[config.mk]
export PLATFORM = sky130hd
export DESIGN_NAME = ibus_line_buffer
export DESIGN_NICKNAME = d
export VERILOG_FILES = /design/src/rtl/ibus_line_buffer.sv
export SDC_FILE = /design/constraint.sdc
export NUM_CORES = 1
export LEC_CHECK = 0
export CORE_UTILIZATION = 50
export CTS_CLUSTER_SIZE = 12
export DETAILED_ROUTE_END_ITERATION = 12
export HOLD_SLACK_MARGIN = 0.08
export PLACE_DENSITY_LB_ADDON = 0.25
export SYNTH_ARGS = -nofsm -noshare
export SYNTH_HDL_FRONTEND = slang
export SYNTH_SLANG_ARGS = --single-unit
[constraint.sdc]
create_clock -name clk -period 6.6 [get_ports clk]
set_input_delay 1.32 -clock clk [delete_from_list [all_inputs] [get_ports clk]]
set_output_delay 1.32 -clock clk [all_outputs]
set_load 0.1 [all_outputs]
[src/rtl/ibus_line_buffer.sv]
// ibus_line_buffer: single-line instruction buffer answering ibus hits combinationally and refilling by cbus burst
package ibus_line_buffer_pkg;
  typedef struct packed {
    logic        valid;
    logic [63:0] addr;
  } ibus_req_t;
  typedef struct packed {
    logic        addr_ok;
    logic        data_ok;
    logic [31:0] data;
  } ibus_resp_t;
  typedef enum logic [1:0] {FIXED = 2'd0, INCR = 2'd1, WRAP = 2'd2} axi_burst_t;
  typedef struct packed {
    logic        valid;
    logic        is_write;
    logic [2:0]  size;
    logic [63:0] addr;
    logic [7:0]  strobe;
    logic [63:0] data;
    logic [3:0]  len;
    axi_burst_t  burst;
  } cbus_req_t;
  typedef struct packed {
    logic        ready;
    logic        last;
    logic [63:0] data;
  } cbus_resp_t;
  localparam logic [2:0] MSIZE8 = 3'd3;
endpackage

module ibus_line_buffer
  import ibus_line_buffer_pkg::*;
#(
  parameter int LINE_WORDS = 8,
  localparam int CW = $clog2(LINE_WORDS),
  localparam int OFS = CW + 3
) (
  input  logic       clk,
  input  logic       reset,
  input  ibus_req_t  ireq,
  output ibus_resp_t iresp,
  input  logic       inv,
  output cbus_req_t  creq,
  input  cbus_resp_t cresp
);
  typedef enum logic {IDLE, FILL} state_t;
  state_t state;
  logic [63:0] line [LINE_WORDS];
  logic [63:OFS] tag, fill_tag;
  logic line_valid, inv_pend, hit;
  logic [CW-1:0] cnt;
  logic [63:0] beat;
  logic unused_addr;
  assign unused_addr = ^ireq.addr[1:0];
  assign hit = state == IDLE && ireq.valid && line_valid && ireq.addr[63:OFS] == tag;
  assign beat = line[ireq.addr[OFS-1:3]];
  // hit response is purely combinational so in-line fetch never stalls
  always_comb begin
    iresp.addr_ok = hit;
    iresp.data_ok = hit;
    iresp.data = hit ? (ireq.addr[2] ? beat[63:32] : beat[31:0]) : '0;
  end
  // burst request depends only on registered state, so it stays constant for the whole fill
  always_comb begin
    creq = '0;
    if (state == FILL) begin
      creq.valid = 1'b1;
      creq.size = MSIZE8;
      creq.addr = {fill_tag, {OFS{1'b0}}};
      creq.len = 4'(LINE_WORDS - 1);
      creq.burst = INCR;
    end
  end
  // lookup/refill sequencing; a fill always runs to its last beat unless reset
  always_ff @(posedge clk) begin
    if (reset) begin
      state <= IDLE;
      line_valid <= 1'b0;
      inv_pend <= 1'b0;
      cnt <= '0;
    end else if (state == IDLE) begin
      if (inv) line_valid <= 1'b0;
      if (ireq.valid && !hit) begin
        fill_tag <= ireq.addr[63:OFS];
        cnt <= '0;
        inv_pend <= 1'b0;
        state <= FILL;
      end
    end else begin
      if (inv) inv_pend <= 1'b1;
      if (cresp.ready) begin
        line[cnt] <= cresp.data;
        cnt <= cnt + 1'b1;
      end
      if (cresp.ready && cresp.last) begin
        tag <= fill_tag;
        line_valid <= ~inv_pend & ~inv;
        state <= IDLE;
      end
    end
  end
endmodule
==> flow_summary.yaml, run 1 <==
placed_design:
  dp_slack_ps: 971
  dp_hpwl_um: 28900
  place_congestion: 0.794
  port_buffers: 230
  dp.cells: 2031
sta:
  hold_viol_final: 0
  tightest_slew_ps: 1070
  finalMaxSlewViolations: 0
  slew_headroom: 0.282
  finalSetupTns_ps: 0
  fin_ws_ps: 959
  fmax_mhz: 177
  hold_ws_ps: 432
  setup_viol: 0
  fin_skew_ps: 21.5
  min_period_ps: 5640
  finalCritPeriodShare: 0.855
  rsz0062_at_grt: "no"
run_status:
  outcome: "finished clean"
final_layout:
  drive_above_1_share: 0.212
  final_core_util: 0.607
  nNetsFinal: 1572
  area.growth.synth_to_final_pct: 19.1
  stdcell_count: 2143
grt:
  antenna_found_initial: 6
  grt_first_pass_wirelength_um: 76000
  track_usage: 0.205
  first_global_vias: 12000
  globalRouteOverflowTotal: 0
  grt_max_degree: 75
critical_path:
  critPathMaxFanout: 36
  crit_path_max_incr_delay_ps: 550
  reg2reg_from: "state"
  arrival_ps: 4320
  r2r_cells: 6
  timing.rr.end: "line[5][5]"
  crit_chain: "clkdlybuf4s50_1 > nor2b_4 > nand4_1 > or3_1 > or4_1 > or4_4 > clkinv_4 > and2_1 > buf_4"
  slowest_stage: "or4_4"
  crit_path_end: "iresp[12]"
  endpoint_kind: "output port"
  critPathLaunchType: "primary input"
  critPathRequiredTime_ps: 5280
  r2r_setup_slack_ps: 3320
  startpoint: "ireq[64]"
  critPathKind: "in2out"
clocking:
  tritoncts: "yes"
  clkTransAtPathRegs_ps: 60
  cts_buffers: 68
  cts.hold.buffers_added: 0
  post_cts_buffers: 0
  insertion_delay_ps: 580
  cts_buffer_depth: 3
  ctsResizeCount: 0
  clock-sinks: 634
  ctsHtreeMaxLevel: 3
  root_buffer: "clkbuf_16"
route:
  avgViaCountPerCell: 5.45
  post-route-drc-count: 0
  dr.pass1.iters: 5
  ant_nets: 0
  post_drt_wl_per_cell_um: 23.8
  routed_wl_um: 50900
  via_count: 11700
  drtIter0Drc: 942
yosys:
  synthMuxAreaShare: 0.144
  synthAdderAreaFrac: 0.000498
  synth_cells: 1173
  syn_avg_cell_area_um2: 21.4
  ys_async_sr_fraction: 0
  synth_warnings: 0
  synth_compound_area_frac: 0.00309
  synth_area_mm2: 0.0251
  ys_seq_elements: 634
  yosysSeqAreaShare: 0.756
  ys_types: 42
  synth-xor-area-share: 0.0202
  synthSimpleGateAreaFrac: 0.0403
  synth_top_family_by_area: "multiplexers"
  synthFlopType: "edfxtp_1"
  synth_edf_count: 628
floorplan:
  dieWidth_um: 226
  die_h_um: 226
  initial_utilization: 0.510
  core_area_mm2: 0.0493
  io_pins: 315
  num_rows: 81
  dieArea_mm2: 0.0511
pwr:
  power.density_mw_per_mm2: 293
  leakagePower_nw: 9.62
  vdd_drop_max_mv: 0.238
flow_run:
  cap_viol_max_count: 0
worst_hold_path:
  hp-class: "reg2reg"
==> Yosys cell counts, types with 3 or more instances <==
| library cell | n | area, um2 |
|---|---|---|
| xnor2_1 | 24 | 210 |
| xor2_1 | 34 | 298 |
| edfxtp_1 | 628 | 18900 |
| buf_6 | 3 | 33.8 |
| nor4_1 | 14 | 87.6 |
| nor3_1 | 5 | 25.0 |
| buf_1 | 13 | 48.8 |
| buf_4 | 91 | 683 |
| or3_1 | 3 | 18.8 |
| nand2b_1 | 3 | 18.8 |
| clkbuf_1 | 29 | 109 |
| nand2_1 | 13 | 48.8 |
| dfxtp_1 | 6 | 120 |
| and2_1 | 91 | 569 |
| mux4_2 | 160 | 3600 |
| nor2_1 | 9 | 33.8 |
| nand4_1 | 9 | 56.3 |
| nand3_1 | 3 | 15.0 |
| a21oi_1 | 5 | 25.0 |
==> through the flow <==
| step | power, mW | area, um2 |
|---|---|---|
| finish | 8.76 | 29900 |
| global route | 9.02 | 29900 |
| CTS | 8.84 | 29900 |
| detailed placement | 5.43 | 27900 |
| global placement | 5.42 | 27900 |
| floorplan | 5.22 | 25400 |
==> worst min-delay path by stage <==
stage                             from      end  slack [ps]  depth (start not counted)
final                      fill_tag[6]   tag[6]         430                          0
after global routing      fill_tag[46]  tag[46]         440                          0
after CTS                  fill_tag[6]   tag[6]         430                          0
after detailed placement  fill_tag[46]  tag[46]         430                          0
after global placement    fill_tag[10]  tag[10]         430                          0
after floorplan           fill_tag[10]  tag[10]         420                          0
==> state kept, by name (all words and copies together) (netlist names) <==
signal      flops
line          512
fill_tag       58
tag            58
cnt             3
inv_pend        1
line_valid      1
state           1
==> logic make-up after synthesis <==
logic type / count (synthesis)
flip-flops: 634
AND/OR/NAND/NOR: 166
multiplexers: 161
buffers and inverters: 140
XOR/XNOR: 58
AO/OA/AOI/OAI: 12
adder cells (fa/ha/maj): 1
other: 1
==> metal layers <==
metal  global-route usage  vias up  share of wire
li1                     -     5124              -
met3               0.0484       63          0.057
met4               0.0497        8          0.015
met2                0.334      352           0.50
met1                0.280     6129           0.42
met5                    0        -         0.0011
==> power by group <==
group          internal [mW]  leakage, nW  total, mW  switching, mW
clock network           1.97        0.953       3.42           1.45
logic                  0.248         2.95      0.861          0.613
registers               4.47         5.72       4.48         0.0133
total                   6.69         9.62       8.76           2.07
==> final cells by class <==
class	instances	area [um2]
Fill cell	3497	19400
Inverter	3	16.3
Clock inverter	23	151
Tap cell	664	831
Antenna cell	2	5.00
Clock buffer	87	1820
Timing Repair Buffer	250	2500
Multi-Input combinational cell	480	5610
Sequential cell	634	19000
==> critical path: cells and delay by family <==
family / cells / cell delay, ps
buf+inv: 3 / 1090
simple gates: 6 / 1870
==> cell usage in the layout (no fill, tap or decap), drive strengths merged, types with 2 or more instances in the layout <==
| master | Yosys | final |
|---|---|---|
| nor4 | 14 | 14 |
| dfxtp | 6 | 6 |
| nand2 | 13 | 13 |
| a211oi | 2 | 2 |
| nand2b | 3 | 3 |
| nor3 | 5 | 5 |
| o31ai | 2 | 2 |
| edfxtp | 628 | 628 |
| buf | 108 | 57 |
| or4 | 3 | 3 |
| diode | 0 | 2 |
| a21oi | 5 | 5 |
| nor3b | 2 | 2 |
| nand3 | 3 | 3 |
| xnor2 | 24 | 24 |
| nor2 | 9 | 9 |
| clkdlybuf4s50 | 0 | 192 |
| or3b | 2 | 2 |
| or3 | 3 | 3 |
| xor2 | 34 | 34 |
| mux4 | 160 | 160 |
| nand4b | 2 | 2 |
| conb | 1 | 82 |
| clkbuf | 29 | 88 |
| inv | 2 | 6 |
| clkinv | 1 | 19 |
| and2 | 91 | 91 |
| nand4 | 9 | 9 |
(Power assumes the default switching activity.)
==> inputs of run 2 (changes only) <==
--- a/config.mk
+++ b/config.mk
@@ -6,7 +6,7 @@
 export NUM_CORES = 1
 export LEC_CHECK = 0
 export CORE_UTILIZATION = 50
-export CTS_CLUSTER_SIZE = 12
+export CTS_CLUSTER_SIZE = 24
 export DETAILED_ROUTE_END_ITERATION = 12
 export HOLD_SLACK_MARGIN = 0.08
 export PLACE_DENSITY_LB_ADDON = 0.25
==> flow_summary.yaml, run 2 (synthesis results as in run 1) <==
run_status:
  outcome: "finished clean"
floorplan:
  dieArea_mm2: 0.0511
  dieWidth_um: 226
  io_pins: 315
  die_h_um: 226
  initial_utilization: 0.510
  num_rows: 81
  core_area_mm2: 0.0493
final_layout:
  reg_top3: "line: 512 flops, fill_tag: 58 flops, tag: 58 flops"
  nNetsFinal: 1572
  largest_register_ff_count: 512
  area.growth.synth_to_final_pct: 19.7
  mostFrequentLayoutCell: "edfxtp_1"
  final_cell_mix: "edfxtp_1 (628), clkdlybuf4s50_1 (192), mux4_2 (160)"
  largest_register: "line"
  drive_above_1_share: 0.215
route:
  avgViaCountPerCell: 5.43
  post_drt_wl_per_cell_um: 23.7
  ant_nets: 0
  via_count: 11700
  drtIter0Drc: 939
  post-route-drc-count: 0
  routed_wl_um: 51000
  dr.pass1.iters: 5
critical_path:
  critPathRequiredTime_ps: 5280
  r2r_setup_slack_ps: 3330
  timing.rr.end: "line[5][39]"
  crit_chain: "clkdlybuf4s50_1 > nor2b_4 > nand4_1 > or3_1 > or4_1 > or4_4 > clkinv_4 > and2_1 > buf_4"
  arrival_ps: 4330
  reg2reg_from: "state"
  crit_path_max_incr_delay_ps: 550
  critPathLaunchType: "primary input"
  startpoint: "ireq[64]"
  critPathMaxFanout: 36
  slowest_stage: "or4_4"
  endpoint_kind: "output port"
  r2r_cells: 6
  critPathKind: "in2out"
  crit_path_end: "iresp[12]"
grt:
  antenna_found_initial: 6
  globalRouteOverflowTotal: 0
  grt_first_pass_wirelength_um: 76300
  first_global_vias: 12100
  grt_max_degree: 75
  track_usage: 0.205
clocking:
  post_cts_buffers: 0
  cts_buffers: 68
  cts_buffer_depth: 3
  cts.hold.buffers_added: 0
  ctsResizeCount: 0
  clock-sinks: 634
  tritoncts: "yes"
  clkTransAtPathRegs_ps: 60
  insertion_delay_ps: 590
  ctsHtreeMaxLevel: 3
  root_buffer: "clkbuf_16"
sta:
  fin_skew_ps: 23.1
  min_period_ps: 5650
  finalMaxSlewViolations: 0
  rsz0062_at_grt: "no"
  finalCritPeriodShare: 0.857
  slew_headroom: 0.282
  finalSetupTns_ps: 0
  tightest_slew_ps: 1070
  hold_ws_ps: 430
  hold_viol_final: 0
  setup_viol: 0
  fmax_mhz: 177
pwr:
  pwr-share-clk: 0.404
  combPwrFrac: 0.096
  vdd_drop_max_mv: 0.243
  leakagePower_nw: 9.69
  seqPwrFrac: 0.500
  p_int_mw: 6.85
  power.density_mw_per_mm2: 298
  p_sw_mw: 2.10
  netSwitchingFraction: 0.235
worst_hold_path:
  hp-class: "reg2reg"
flow_run:
  cap_viol_max_count: 0
placed_design:
  dp_hpwl_um: 28900
  place_congestion: 0.794
  port_buffers: 230
-- run 2: cell types whose count changed in the layout (fill, tap and decap cells not counted) --
cell       delta
bufinv_16     +4
clkinv_1      +3
clkinv_2      +3
diode_2       +1
-- run 2: per-layer routing --
layer | vias to the layer above | wire length, um | share of wire | GRT usage
met5 | - | 57 | 0.0011 | 0
met4 | 8 | 858 | 0.017 | 0.0517
met3 | 72 | 3040 | 0.060 | 0.0498
met2 | 359 | 25700 | 0.50 | 0.335
met1 | 6114 | 21400 | 0.42 | 0.280
li1 | 5145 | - | - | -
-- run 2: layout make-up --
cell class                      count  area, um2
Fill cell                        3498      19200
Sequential cell                   634      19000
Multi-Input combinational cell    480       5610
Timing Repair Buffer              250       2500
Clock buffer                       87       1820
Tap cell                          664        831
Clock inverter                     33        298
Inverter                            3       16.3
Antenna cell                        3       7.51
-- run 2: critical path, delay by kind of cell --
family / cells / cell delay [ps]
AND/OR/NAND/NOR: 6 / 1880
buffers and inverters: 3 / 1100
-- run 2: how the worst min path moves through the flow --
stage / start / cells past startpoint / slack, ps / endpoint
6_report: fill_tag[6] / 0 / 430 / tag[6]
3_5_place_dp: fill_tag[46] / 0 / 430 / tag[46]
3_3_place_gp: fill_tag[10] / 0 / 430 / tag[10]
4_1_cts: fill_tag[6] / 0 / 430 / tag[6]
2_1_floorplan: fill_tag[10] / 0 / 420 / tag[10]
5_1_grt: fill_tag[46] / 0 / 440 / tag[46]
-- run 2: power by group through the flow --
stage	Combinational (mW)	Clock, mW	Sequential [mW]
final	0.860	3.62	4.48
after global routing	0.899	3.84	4.48
after CTS	0.868	3.69	4.48
after detailed placement	0.865	0	4.56
after global placement	0.859	0	4.56
after floorplan	0.659	0	4.56
-- run 2: stage by stage --
step	util	power (mW)	cells	area, um2	setup WS, ps
after global routing	0.610	9.23	2152	30000	830
after detailed placement	0.567	5.43	2031	27900	971
after floorplan	-	5.22	1254	25400	59.4
after CTS	0.610	9.04	2151	30000	945
after global placement	0.567	5.42	2031	27900	981
final	0.610	8.96	2154	30100	945
==> inputs of run 3 (changes only) <==
--- a/config.mk
+++ b/config.mk
@@ -8,7 +8,7 @@
 export CORE_UTILIZATION = 50
 export CTS_CLUSTER_SIZE = 24
 export DETAILED_ROUTE_END_ITERATION = 12
-export HOLD_SLACK_MARGIN = 0.08
+export MAX_ROUTING_LAYER = met4
 export PLACE_DENSITY_LB_ADDON = 0.25
 export SYNTH_ARGS = -nofsm -noshare
 export SYNTH_HDL_FRONTEND = slang
==> flow_summary.yaml, run 3 (synthesis results as in run 1) <==
run_status:
  outcome: "finished clean"
route:
  via_count: 11700
  ant_nets: 0
  post-route-drc-count: 0
  dr.pass1.iters: 5
  routed_wl_um: 51100
  post_drt_wl_per_cell_um: 23.7
  drtIter0Drc: 971
  avgViaCountPerCell: 5.44
sta:
  finalMaxSlewViolations: 0
  slew_headroom: 0.280
  fin_ws_ps: 953
  fmax_mhz: 177
  hold_viol_final: 0
  rsz0062_at_grt: "no"
  fin_skew_ps: 22.5
  setup_viol: 0
  finalCritPeriodShare: 0.856
  tightest_slew_ps: 1080
  finalSetupTns_ps: 0
  hold_ws_ps: 430
  min_period_ps: 5650
clocking:
  ctsResizeCount: 0
  cts.hold.buffers_added: 0
  clkTransAtPathRegs_ps: 60
  tritoncts: "yes"
  ctsHtreeMaxLevel: 3
  clock-sinks: 634
  cts_buffers: 68
  cts_buffer_depth: 3
  insertion_delay_ps: 590
  root_buffer: "clkbuf_16"
  post_cts_buffers: 0
placed_design:
  dp_slack_ps: 971
  port_buffers: 230
  place_congestion: 0.806
  dp_hpwl_um: 28900
floorplan:
  core_area_mm2: 0.0493
  initial_utilization: 0.510
  num_rows: 81
  io_pins: 315
  dieWidth_um: 226
  die_h_um: 226
  dieArea_mm2: 0.0511
grt:
  grt.busiest_layer: "met2"
  grtUsageMet2: 0.335
  grt_use_met1: 0.279
  track_usage: 0.212
  antenna_found_initial: 6
  grt_use_met3: 0.0491
  first_global_vias: 12100
  globalRouteOverflowTotal: 0
  grt_max_degree: 75
  grt_first_pass_wirelength_um: 76200
final_layout:
  largest_register_ff_count: 512
  largest_register: "line"
  area.growth.synth_to_final_pct: 19.7
  drive_above_1_share: 0.215
  final_cell_mix: "edfxtp_1 (628), clkdlybuf4s50_1 (192), mux4_2 (160)"
  nNetsFinal: 1572
  mostFrequentLayoutCell: "edfxtp_1"
  n_fill_cell: 3500
  reg_top3: "line: 512 flops, fill_tag: 58 flops, tag: 58 flops"
critical_path:
  r2r_setup_slack_ps: 3320
  startpoint: "ireq[64]"
  critPathKind: "in2out"
  reg2reg_from: "tag[40]"
  arrival_ps: 4330
  critPathRequiredTime_ps: 5280
  endpoint_kind: "output port"
  critPathLaunchType: "primary input"
  critPathMaxFanout: 36
pwr:
  power.density_mw_per_mm2: 298
  p_int_mw: 6.85
  netSwitchingFraction: 0.235
  pwr-share-clk: 0.404
  seqPwrFrac: 0.500
  leakagePower_nw: 9.69
  vdd_drop_max_mv: 0.242
  combPwrFrac: 0.096
  p_sw_mw: 2.11
flow_run:
  cap_viol_max_count: 0
worst_hold_path:
  min-delay-start: "fill_tag[6]"
  hp-class: "reg2reg"
[run 3: cell types whose count changed in the layout (fill, tap and decap cells not counted)]
cell / delta
diode_2: +3
[run 3: worst paths after layout]
| path | end | cells after the start |
|---|---|---|
| hold / removal | tag[6] | 0 |
| setup / recovery | iresp[12] | 9 |
| hold reg to reg | tag[6] | 0 |
| setup reg to reg | fill_tag[26] | 8 |
[run 3: cell type report]
type	count	area, um2	area share
inverters	3	16.3	0.000541
multi-input cells	480	5610	0.187
well taps	664	831	0.0276
repair buffers	250	2500	0.0830
diodes	6	15.0	0.000500
clock buffers	87	1820	0.0604
clock inverters	33	298	0.00991
flip-flops and latches	634	19000	0.631
[run 3: worst max-delay path, stage by stage]
cell and delay [ps]:
clkdlybuf4s50_1 510, nor2b_4 190, nand4_1 120, or3_1 310, or4_1 520, or4_4 550, clkinv_4 300, and2_1 190
buf_4 290
[run 3: metal layers]
metal / routed length (um) / part of all wire
met1: 21300 / 0.42
met5: 0 / 0
met2: 25700 / 0.50
met4: 860 / 0.017
met3: 3220 / 0.063
[run 3: power by group through the flow]
stage	sequential (mW)	clock, mW	combinational (mW)
after floorplan	4.56	0	0.659
after global placement	4.56	0	0.859
after detailed placement	4.56	0	0.865
after CTS	4.48	3.69	0.868
after global routing	4.48	3.84	0.899
final	4.48	3.62	0.860
[run 3: stage by stage]
step	utilization	cells	area, um2	power (mW)
2_1_floorplan	-	1254	25400	5.22
3_3_place_gp	0.567	2031	27900	5.42
3_5_place_dp	0.567	2031	27900	5.43
4_1_cts	0.610	2151	30000	9.04
5_1_grt	0.610	2157	30100	9.22
6_report	0.610	2157	30100	8.96
